$ cat src/rtl/inst_fetch_unit.sv
// Instruction fetch unit: PC register feeding a 2-entry {pc, instruction} queue toward decode.
// Optional macro IFU_MISALIGN_TRAP_EN sends misaligned redirects to TRAP_VECTOR with a trap pulse.
module inst_fetch_unit #(
    parameter logic [63:0] RESET_PC    = 64'd0,
    parameter logic [63:0] TRAP_VECTOR = 64'h100
) (
    input  logic        clk,
    input  logic        reset,
    output logic [63:0] Inst_Address,
    input  logic [31:0] Instruction,
    input  logic        redirect_valid,
    input  logic [63:0] redirect_pc,
    output logic        inst_valid,
    input  logic        inst_ready,
    output logic [31:0] inst_out,
    output logic [63:0] inst_pc,
    output logic        misalign_trap
);

    typedef struct packed {
        logic [63:0] pc;
        logic [31:0] inst;
    } entry_t;

    entry_t      fifo_mem [2];
    logic [63:0] pc;
    logic [1:0]  count;
    logic        head;
    logic        tail;
    logic        pop;
    logic        push;
    logic [63:0] redirect_target;

    assign Inst_Address = pc;
    assign inst_valid   = (count != 2'd0);
    assign pop          = inst_valid && inst_ready;
    // A pop always frees a slot, so a full queue keeps streaming when decode drains it.
    assign push         = !redirect_valid && ((count != 2'd2) || pop);

`ifdef IFU_MISALIGN_TRAP_EN
    logic misaligned;
    logic trap_q;

    assign misaligned      = (redirect_pc[1:0] != 2'b00);
    assign redirect_target = misaligned ? TRAP_VECTOR : redirect_pc;
    assign misalign_trap   = trap_q;

    always_ff @(posedge clk) begin
        if (reset) begin
            trap_q <= 1'b0;
        end else begin
            trap_q <= redirect_valid && misaligned;
        end
    end
`else
    logic unused_trap_inputs;

    assign redirect_target    = {redirect_pc[63:2], 2'b00};
    assign misalign_trap      = 1'b0;
    assign unused_trap_inputs = ^{redirect_pc[1:0], TRAP_VECTOR};
`endif

    always_ff @(posedge clk) begin
        if (reset) begin
            pc    <= RESET_PC;
            count <= 2'd0;
            head  <= 1'b0;
            tail  <= 1'b0;
        end else if (redirect_valid) begin
            pc    <= redirect_target;
            count <= 2'd0;
            head  <= 1'b0;
            tail  <= 1'b0;
        end else begin
            if (push) begin
                pc   <= pc + 64'd4;
                tail <= ~tail;
            end
            if (pop) begin
                head <= ~head;
            end
            if (push && !pop) begin
                count <= count + 2'd1;
            end else if (pop && !push) begin
                count <= count - 2'd1;
            end
        end
    end

    // NOTE: queue storage is deliberately not reset; count alone defines validity and the outputs are masked when empty.
    always_ff @(posedge clk) begin
        if (push) begin
            fifo_mem[tail] <= '{pc: pc, inst: Instruction};
        end
    end

    assign inst_out = inst_valid ? fifo_mem[head].inst : 32'd0;
    assign inst_pc  = inst_valid ? fifo_mem[head].pc   : 64'd0;

endmodule

$ cat config.mk
export PLATFORM = sky130hd
export DESIGN_NAME = inst_fetch_unit
export DESIGN_NICKNAME = d
export VERILOG_FILES = /design/src/rtl/inst_fetch_unit.sv
export SDC_FILE = /design/constraint.sdc
export NUM_CORES = 1
export LEC_CHECK = 0
export ABC_AREA = 1
export BUFFER_PORTS_ARGS = -buffer_cell sky130_fd_sc_hd__buf_2
export CELL_PAD_IN_SITES_DETAIL_PLACEMENT = 1
export CELL_PAD_IN_SITES_GLOBAL_PLACEMENT = 2
export CORE_MARGIN = 1.5
export CORE_UTILIZATION = 35
export CTS_CLUSTER_SIZE = 25
export DETAILED_ROUTE_END_ITERATION = 6
export GPL_ROUTABILITY_DRIVEN = 0
export PLACE_DENSITY_LB_ADDON = 0.1
export SLEW_MARGIN = 20
export SYNTH_ARGS = -nofsm -noshare
export SYNTH_HDL_FRONTEND = slang
export SYNTH_SLANG_ARGS = --single-unit
$ cat constraint.sdc
create_clock -name clk -period 14.7 [get_ports clk]
set_input_delay 0.735 -clock clk [delete_from_list [all_inputs] [get_ports clk]]
set_output_delay 0.735 -clock clk [all_outputs]
set_load 0.05 [all_outputs]
After elaboration in Yosys (flattened, before gate mapping)
Memory sizes are Yosys's and may differ from the RTL's. A register that Yosys moved wholly into a read port is not among the register bits.
Cells that the tools add are included.
W data, S select, Z words.
{ "word_totals": {"regBits": 68, "latch_bits": 0, "ram_bits": 192, "romBits": 0, "input_bits": 100, "output_inout_bits": 162, "memories": 1} }
{ "mem_list": {"columns": ["name", "depth", "width", "rd", "rd_clocked_by_memory_dff", "write_ports", "line", "rtl"], "rows": [
  ["fifo_mem", 2, 96, 1, 1, 1, "25", "entry_t fifo_mem [2];"]
]} }
{ "classes": {"add_sub_neg": 3, "multipliers": 0, "n_div": 0, "order_cmp": 0, "eq_ne": 1, "shifts": 0, "muxes": 10, "bitwise": 2, "reduce_logical": 12} }
{ "op_table": {"columns": ["operator", "n"], "rows": [
  ["$mux W64", 3],
  ["$add A64 B3 Y64 const B", 1],
  ["$mux W32", 1],
  ["$reduce_bool A2 Y1", 3],
  ["$logic_and A1 B1 Y1", 4],
  ["$mux W1", 4],
  ["$mux W2", 2],
  ["$logic_not A1 Y1", 3],
  ["$add A2 B1 Y2 const B", 1],
  ["$ne A2 B2 Y1 const B", 1],
  ["$not A1 Y1", 2],
  ["$reduce_or A2 Y1", 1],
  ["$sub A2 B1 Y2 const B", 1],
  ["$logic_or A1 B1 Y1", 1]
]} }

Longest topological paths before layout
Gate-level depths: netlist (run 1).
{ "logic_depth": {"ltp_word": 8, "depth_mapped": 12, "ltp_nobuf": 12} }

Worst setup path before layout (run 1)
Ideal clock, no wire load.
{ "synth_path": {"kind": "input to register", "from": "input redirect_valid", "to": "memory fifo_mem[0][0] (netlist name), enable pin", "setup_time_ns": 0.549, "arrival_time_ns": 5.209, "t_required_ns": 14.151, "path_slack_ns": 8.943, "path_stages": 5, "n_path_buf": 2, "path_cell_list": "buf_2 inv_2 nand2_1 buf_2 nor2_1"} }
{ "synth_between": {"elab_chain_cells": 4} }
{ "synth_lines": {"columns": ["item", "line", "rtl"], "rows": [
  ["start: declaration", "11", "input logic redirect_valid,"],
  ["$logic_not A1 Y1", "38", "assign push = !redirect_valid && ((count != 2'd2) || pop);"],
  ["$logic_and A1 B1 Y1", "38", null],
  ["$mux W1", "92", "if (push) begin"],
  ["$mux W1 (implied by the code)", "93", "fifo_mem[tail] <= '{pc: pc, inst: Instruction};"],
  ["end: declaration", "25", null]
]} }
No other way between the ends.

Worst setup path in the final report (run 1)
{ "layout_path": {"from": "input redirect_valid", "to": "memory fifo_mem[0][94] (netlist name), enable pin"} }
Same word-level chain as after synthesis.

==> results.yml, run 1 <==
critical_path:
  cp_common_cell: "buf_4"
  worstSetupPathType: "in -> reg"
  crit_chain: "buf_2, buf_4, inv_2, buf_4, nand2_1, nor2_4, buf_16, buf_4"
  crit_fanout: 79
  arrival_ns: 4.46
  crit_path_end_kind: "flop"
  cpPeakStageDelay_ns: 0.75
  start_kind: "input pin"
  crit_slowest_cell: "nor2_4"
  cp.required_ns: 14.88
power_and_ir_drop:
  combPwrFrac: 0.144
  p_leak_nw: 5.75
  p_clk_frac: 0.394
  ir_drop_mv: 0.0803
  switching_share: 0.291
  seq_power_share: 0.463
  internal_power_w: 0.00130
  power.density_nw_per_um2: 126
  p_sw_w: 0.000533
flow_run:
  maxCapViolations: 0
clock_tree:
  clock_sinks: 255
  cts.repair.resized: 0
  clockBufferDepth: 3
  htreeDepth: 1
  cts_tree: "yes"
  path_clk_slew_ns: 0.06
  cts_setup_buffers: 0
  clk_latency_ns: 0.57
  cts_buffers: 29
  cts-root-buf: "clkbuf_16"
  hold_buffers: 0
detailed_routing:
  drc_errors: 0
  initialDrtViolationCount: 568
  detail_route.first_pass.iterations: 5
  ant_nets: 0
  vias: 10400
  wire_per_inst_um: 19.7
  vias_per_cell: 5.01
  wirelength_um: 40900
logic_synthesis:
  syn_avg_cell_area_um2: 8.64
  synth_ff_type: "edfxtp_1"
  synthesis.yosys.warnings: 0
  synth_edf_count: 188
  synth.ff_latch_count: 255
  seq_area_frac_synth: 0.591
  yosysUniqueCellTypes: 35
  synthCells: 1369
  async_flop_share: 0
  syn_area_um2: 11800
sta:
  worst_pin_slew_ns: 0.970
  grt_setup_unrepaired: "false"
  finalHoldViolCount: 0
  final-setup-viol-count: 0
  whs_ns: 0.357
  relSlewSlack: 0.354
  max_freq_mhz: 234
  slew_viol_final: 0
  timing.setup.tns_ns: 0
  period_needed_ns: 4.28
  final.period_utilization: 0.291
  fin_skew_ns: 0.00970
  setup_ws_ns: 10.42
global_routing:
  grt-ovfl-total: 0
  antenna_found_initial: 4
  grt_max_degree: 80
  grt_pass1_vias: 10600
  grt.total_usage: 0.233
  grt_first_pass_wirelength_um: 63200
cells_and_area:
  fin_cells: 2079
  area_delta_synth_final_pct: 22.8
  drive_above_1_share: 0.208
  num-fill-cells: 4006
  layout_commonest_cell: "nand2_1"
  layout.nets: 1706
  layout_common_cells: "nand2_1 (455), buf_2 (254), edfxtp_1 (188), nor2_1 (163), a21oi_1 (142)"
  fin_util: 0.435
placed_design:
  dpl.hpwl_um: 28300
  dp_slack_ns: 9.79
  dp_cells: 2021
  port_buffers: 254
floorplanning:
  start_util: 0.354
  coreArea_um2: 33400
  io_pins: 262
  die_h_um: 187
  rows: 67
  die_width_um: 187
  dieArea_um2: 34900
min_path:
  worstHoldPathType: "in -> reg"
run_status:
  status: "finished, final reports clean"
## flip-flops by register name, indices dropped and copies added, names as in the netlist, named ones only
register      cells
Inst_Address     62
count             2
fifo_mem        188
head              1
tail              1
## critical path: cells and delay by family
family | cells | cell delay (ns)
buffers and inverters | 6 | 2.17
and+or+nand+nor | 2 | 1.40
## path summary, 6_finish.rpt
kind                                  startpoint              end  slack (ns)  depth (start not counted)
worst max register to register          count[0]  fifo_mem[0][94]       10.99                          6
worst max-delay path              redirect_valid  fifo_mem[0][94]       10.42                          8
worst min register to register  Inst_Address[63]  fifo_mem[0][95]        0.53                          0
worst min-delay path             Instruction[21]  fifo_mem[1][21]        0.36                          1
## area by class of cell
class                           instances  area, um^2  share of cell area
Clock buffer                           44         832              0.0573
Multi-Input combinational cell        961        4250               0.293
Inverter                               90         339              0.0234
Tap cell                              448         561              0.0386
Sequential cell                       255        6990               0.481
Clock inverter                         10         116             0.00801
Timing Repair Buffer                  267        1420              0.0979
Antenna cell                            4        10.0            0.000689
## layer usage
metal / vias to the layer above / track usage / wire length, um
met5: - / 0 / 0
li1: 5041 / - / -
met1: 5100 / 0.326 / 19300
met3: 40 / 0.0339 / 1820
met2: 236 / 0.382 / 19000
met4: 0 / 0.0540 / 726
## cell usage after synthesis (8+ instances only)
| master | count | area share |
|---|---|---|
| inv_1 | 86 | 0.027 |
| nor2_1 | 166 | 0.053 |
| a31oi_1 | 24 | 0.013 |
| a21oi_1 | 142 | 0.060 |
| dfxtp_1 | 67 | 0.11 |
| buf_1 | 9 | 0.0029 |
| clkbuf_1 | 45 | 0.014 |
| nor2_2 | 8 | 0.0042 |
| nand2_1 | 455 | 0.14 |
| o21ai_0 | 40 | 0.017 |
| nand3_1 | 57 | 0.024 |
| nand4_1 | 18 | 0.0095 |
| edfxtp_1 | 188 | 0.48 |
## power groups by stage
stage	Clock, W	Sequential [W]	Combinational (W)
final	0.000723	0.000850	0.000264
after global routing	0.000763	0.000855	0.000283
after CTS	0.000738	0.000850	0.000267
after detailed placement	0	0.000865	0.000266
after global placement	0	0.000863	0.000257
after floorplan	0	0.000891	0.000151
## logic make-up (layout without fill, tap and decap cells)
kind of cell,after synthesis,in the layout,share of synthesized area
AOI/OAI and AO/OA,224,224,0.101
xor gates and xnor gates,4,4,0.00296
adders and majority gates,2,2,0.00212
buffers and inverters,157,411,0.0525
DFF,255,255,0.591
other,1,9,0.000317
and+or+nand+nor,726,726,0.250
## stage by stage
stage | cell area (um^2) | total power [W]
after global routing | 14500 | 0.00190
after detailed placement | 13600 | 0.00113
final | 14500 | 0.00184
after CTS | 14500 | 0.00186
after global placement | 13500 | 0.00112
after floorplan | 11800 | 0.00104
Power figures use the tool's default switching activity.
==> run 2: changes to the inputs <==
--- a/config.mk
+++ b/config.mk
@@ -10,7 +10,7 @@
 export CELL_PAD_IN_SITES_DETAIL_PLACEMENT = 1
 export CELL_PAD_IN_SITES_GLOBAL_PLACEMENT = 2
 export CORE_MARGIN = 1.5
-export CORE_UTILIZATION = 35
+export CORE_UTILIZATION = 29
 export CTS_CLUSTER_SIZE = 25
 export DETAILED_ROUTE_END_ITERATION = 6
 export GPL_ROUTABILITY_DRIVEN = 0
==> constraint.sdc (replaced) <==
create_clock -name clk -period 3.83 [get_ports clk]
set_input_delay 0.1915 -clock clk [delete_from_list [all_inputs] [get_ports clk]]
set_output_delay 0.1915 -clock clk [all_outputs]
set_load 0.05 [all_outputs]
==> run 2 against run 1 <==
Against the previous run: final area is 5.6% higher; sequential power rose to 3.8 times the previous value; global-route usage down 2.9 points; critical endpoint is now inst_pc[57]; register-to-register slack lost 9.7 ns.
==> results.yml, run 2 (same netlist as run 1, synthesis figures left out) <==
cells_and_area:
  regMostFlops: "fifo_mem"
  area_delta_synth_final_pct: 29.7
  layout_common_cells: "nand2_1 (455), buf_2 (254), edfxtp_1 (188), nor2_1 (163), a21oi_1 (142)"
  layout_commonest_cell: "nand2_1"
  largest_reg_flops: 188
  drive_above_1_share: 0.201
  num-fill-cells: 4759
  layout.nets: 1781
clock_tree:
  cts-root-buf: "clkbuf_16"
  path_clk_slew_ns: 0.06
  clockBufferDepth: 3
  clk_latency_ns: 0.57
  cts_tree: "yes"
  cts_buffers: 29
  clock_sinks: 255
  htreeDepth: 1
floorplanning:
  start_util: 0.295
  dieArea_um2: 42000
  die_h_um: 205
  rows: 73
  io_pins: 262
  die_width_um: 205
  coreArea_um2: 40000
sta:
  grt_setup_unrepaired: "false"
  final.period_utilization: 0.736
  period_needed_ns: 2.82
  worst_pin_slew_ns: 0.946
  final-setup-viol-count: 0
  slew_viol_final: 0
  timing.setup.tns_ns: 0
  relSlewSlack: 0.369
  fin_skew_ns: 0.0381
  finalHoldViolCount: 0
  max_freq_mhz: 355
  whs_ns: 0.0266
power_and_ir_drop:
  ir_drop_mv: 0.218
  p_clk_frac: 0.385
  power.density_nw_per_um2: 459
  combPwrFrac: 0.152
  p_sw_w: 0.00205
  switching_share: 0.291
  seq_power_share: 0.463
  internal_power_w: 0.00499
  p_leak_nw: 6.06
run_status:
  status: "finished, final reports clean"
detailed_routing:
  vias_per_cell: 4.73
  wire_per_inst_um: 19.4
  detail_route.first_pass.iterations: 5
  wirelength_um: 43200
  vias: 10500
  drc_errors: 0
  initialDrtViolationCount: 495
  ant_nets: 0
critical_path:
  crit_path_end_kind: "primary output"
  worstSetupPathType: "reg -> out"
  arrival_ns: 2.63
  crit_fanout: 58
  cp.required_ns: 3.64
  reg2reg_from: "count[0]"
  start_kind: "flop"
global_routing:
  grt_first_pass_wirelength_um: 65000
  antenna_found_initial: 1
  grt-ovfl-total: 0
  grt.total_usage: 0.204
  grt_max_degree: 79
  grt_pass1_vias: 10500
min_path:
  hold_path_startpoint: "redirect_pc[50]"
  worstHoldPathType: "in -> reg"
flow_run:
  maxCapViolations: 0
placed_design:
  dpl.hpwl_um: 30700
  port_buffers: 254
[run 2: stage by stage]
stage / std cells / instance area (um^2) / setup slack, ns / total power (W) / utilization
after floorplan: 1373 / 11800 / 0.0708 / 0.00399 / -
after global placement: 2101 / 13700 / 1.24 / 0.00433 / 0.342
after detailed placement: 2101 / 13700 / 1.24 / 0.00435 / 0.342
after CTS: 2226 / 15300 / 0.920 / 0.00715 / 0.383
after global routing: 2227 / 15300 / 0.812 / 0.00733 / 0.383
final: 2227 / 15300 / 1.01 / 0.00704 / 0.383
[run 2: power by group through the flow]
stage	sequential, W	clock, W	combinational [W]
after floorplan	0.00341	0	0.000580
after global placement	0.00332	0	0.00101
after detailed placement	0.00332	0	0.00102
after CTS	0.00326	0.00280	0.00109
after global routing	0.00328	0.00290	0.00116
final	0.00326	0.00271	0.00107
[run 2: final cells by class]
type	instances	area [um^2]	share of cell area
diodes	1	2.50	0.000163
clock inverters	19	168	0.0109
well taps	525	657	0.0428
repair buffers	342	2170	0.142
clock buffers	34	744	0.0486
flip-flops and latches	255	6990	0.456
inverters	90	339	0.0221
multi-input cells	961	4260	0.278
[run 2: final timing paths]
path	endpoint	slack, ns	depth (start not counted)
worst max-delay path	inst_pc[57]	1.01	5
worst min-delay path	Inst_Address[50]	0.03	5
worst max register to register	fifo_mem[0][4]	1.28	7
worst min register to register	tail	0.52	2
[run 2: critical path: stages (launching register included)]
cell and delay, ns:
dfxtp_4 0.54, clkinv_2 0.58, buf_12 0.43, nand2_1 0.12
a21oi_1 0.07, buf_2 0.26
[run 2: routing by layer]
| metal | share of wire | GRT usage | vias up |
|---|---|---|---|
| met2 | 0.47 | 0.337 | 188 |
| li1 | - | - | 5189 |
| met1 | 0.48 | 0.285 | 5117 |
| met4 | 0.017 | 0.0448 | 0 |
| met5 | 0 | 0 | - |
| met3 | 0.035 | 0.0250 | 46 |
[run 2: what timing repair did]
| item | 4_1_cts | 5_1_grt |
|---|---|---|
| hold endpoints to repair | 101 | 0 |
| setup buffers | 0 | 0 |
| resized for setup | 0 | 0 |
| hold buffers | 72 | 0 |
| endpoints found under the setup margin | 0 | 0 |
==> run 3: changes to the inputs <==
==> constraint.sdc (replaced) <==
create_clock -name clk -period 2.4 [get_ports clk]
set_input_delay 0.12 -clock clk [delete_from_list [all_inputs] [get_ports clk]]
set_output_delay 0.12 -clock clk [all_outputs]
set_load 0.05 [all_outputs]
==> run 3 against run 2 <==
Against the previous run: hold slack gained 0.0062 ns; die area is the same; non-clock buffer count grew 67; highest routed layer unchanged; register-to-register slack lost 1.1 ns; critical path depth grew 5; clock skew shrank 0.030 ns; global-route usage grew 0.42 points; combinational power grew 73%; routed wire length grew 1.3%; power grew 64%; clock power grew 67%.
==> results.yml, run 3 (same netlist as run 1, synthesis figures left out) <==
global_routing:
  grt_max_degree: 79
  grt_pass1_vias: 11100
  grt_first_pass_wirelength_um: 66600
  grt.total_usage: 0.208
  grt-ovfl-total: 0
  antenna_found_initial: 1
sta:
  max_freq_mhz: 455
  final-setup-viol-count: 0
  final.period_utilization: 0.916
  grt_setup_unrepaired: "false"
  fin_skew_ns: 0.00841
  finalHoldViolCount: 0
  worst_pin_slew_ns: 0.779
  timing.setup.tns_ns: 0
  slew_viol_final: 0
  relSlewSlack: 0.480
  period_needed_ns: 2.20
  whs_ns: 0.0328
critical_path:
  reg2reg_to: "Inst_Address[60]"
  crit_fanout: 7
  reg2reg_depth: 10
  endpoint: "Inst_Address[60]"
  startpoint: "Inst_Address[2]"
  arrival_ns: 2.61
  worstSetupPathType: "reg -> reg"
  reg2reg_from: "Inst_Address[2]"
  crit_path_end_kind: "flop"
  reg2reg_slack_ns: 0.20
  start_kind: "flop"
  cp.required_ns: 2.81
floorplanning:
  rows: 73
  die_width_um: 205
  coreArea_um2: 40000
  start_util: 0.295
  die_h_um: 205
  io_pins: 262
  dieArea_um2: 42000
cells_and_area:
  layout.nets: 1849
  layout_commonest_cell: "nand2_1"
  fin_util: 0.401
  num-fill-cells: 4716
  fin_cells: 2297
  layout_common_cells: "nand2_1 (454), buf_2 (254), edfxtp_1 (188), nor2_1 (163), a21oi_1 (142)"
  area_delta_synth_final_pct: 35.8
  regMostFlops: "fifo_mem"
  largest_reg_flops: 188
  drive_above_1_share: 0.217
min_path:
  min_delay_path_depth: 5
  worstHoldPathType: "in -> reg"
placed_design:
  port_buffers: 254
  dp_cells: 2137
  dpl.hpwl_um: 31500
power_and_ir_drop:
  p_leak_nw: 6.42
  power.density_nw_per_um2: 719
  ir_drop_mv: 0.456
  power.total_w: 0.0115
clock_tree:
  cts_buffers: 30
  path_clk_slew_ns: 0.06
  clk_latency_ns: 0.57
  cts.repair.resized: 0
  clock_sinks: 255
  cts_tree: "yes"
  htreeDepth: 1
  clockBufferDepth: 3
  cts-root-buf: "clkbuf_16"
detailed_routing:
  wire_per_inst_um: 19.1
  ant_nets: 0
  detail_route.first_pass.iterations: 4
  vias: 10800
  drc_errors: 0
  vias_per_cell: 4.70
  initialDrtViolationCount: 480
  wirelength_um: 43800
run_status:
  status: "finished, final reports clean"
flow_run:
  maxCapViolations: 0
==> run 3: cell count changes in the layout (fill, tap and decap cells not counted), sizes merged <==
| cell | previous run | this run |
|---|---|---|
| clkinv | 16 | 10 |
| dlygate4sd3 | 72 | 103 |
| bufinv | 3 | 2 |
| clkbuf | 34 | 44 |
| clkinvlp | 1 | 2 |
| inv | 89 | 88 |
| buf | 270 | 306 |
==> run 3: report_power, final <==
group	internal [W]	total, W	leakage (nW)	switching (W)
clock	0.00270	0.00453	0.477	0.00183
sequential	0.00499	0.00516	2.35	0.000166
combinational	0.000531	0.00185	3.59	0.00132
total	0.00822	0.0115	6.42	0.00332
==> run 3: cell type report <==
type / count / area [um^2] / share of cell area
Multi-Input combinational cell: 961 / 4270 / 0.266
Timing Repair Buffer: 409 / 2810 / 0.175
Clock inverter: 12 / 116 / 0.00725
Clock buffer: 44 / 865 / 0.0539
Antenna cell: 1 / 2.50 / 0.000156
Inverter: 90 / 339 / 0.0211
Sequential cell: 255 / 6990 / 0.436
Tap cell: 525 / 657 / 0.0409
==> run 3: what timing repair did <==
action	4_1_cts	5_1_grt
hold endpoints to repair	129	0
hold buffers	103	0
setup buffers	0	0
==> run 3: worst min-delay path by stage <==
stage | from | to | slack, ns
5_1_grt | redirect_pc[54] | Inst_Address[54] | 0.09
2_1_floorplan | Instruction[0] | fifo_mem[0][0] | 0.22
3_3_place_gp | Instruction[9] | fifo_mem[0][9] | 0.31
6_report | redirect_pc[54] | Inst_Address[54] | 0.03
3_5_place_dp | Instruction[5] | fifo_mem[0][5] | 0.31
4_1_cts | redirect_pc[54] | Inst_Address[54] | 0.0002
==> run 3: per-stage QoR <==
stage	area (um^2)	setup WS [ns]
2_1_floorplan	11900	-0.126
3_3_place_gp	14000	0.280
3_5_place_dp	14000	0.238
4_1_cts	16000	0.150
5_1_grt	16000	0.0162
6_report	16000	0.203
==> run 3: worst max-delay path, cell delays in order (launching register included) <==
cell	delay (ns)
dfxtp_1	0.45
ha_1	0.26
nand2_1	0.12
nor2_4	0.15
nand3_1	0.17
inv_1	0.17
nand2_1	0.26
o21ai_0	0.23
nand3_1	0.09
nand2_1	0.08
a21oi_1	0.06
==> run 3: layer usage <==
layer	global-route usage	wire, um	up-vias
met5	0	0	-
met3	0.0251	1780	49
met2	0.349	20800	213
met1	0.283	20400	5219
met4	0.0540	823	0
li1	-	-	5325
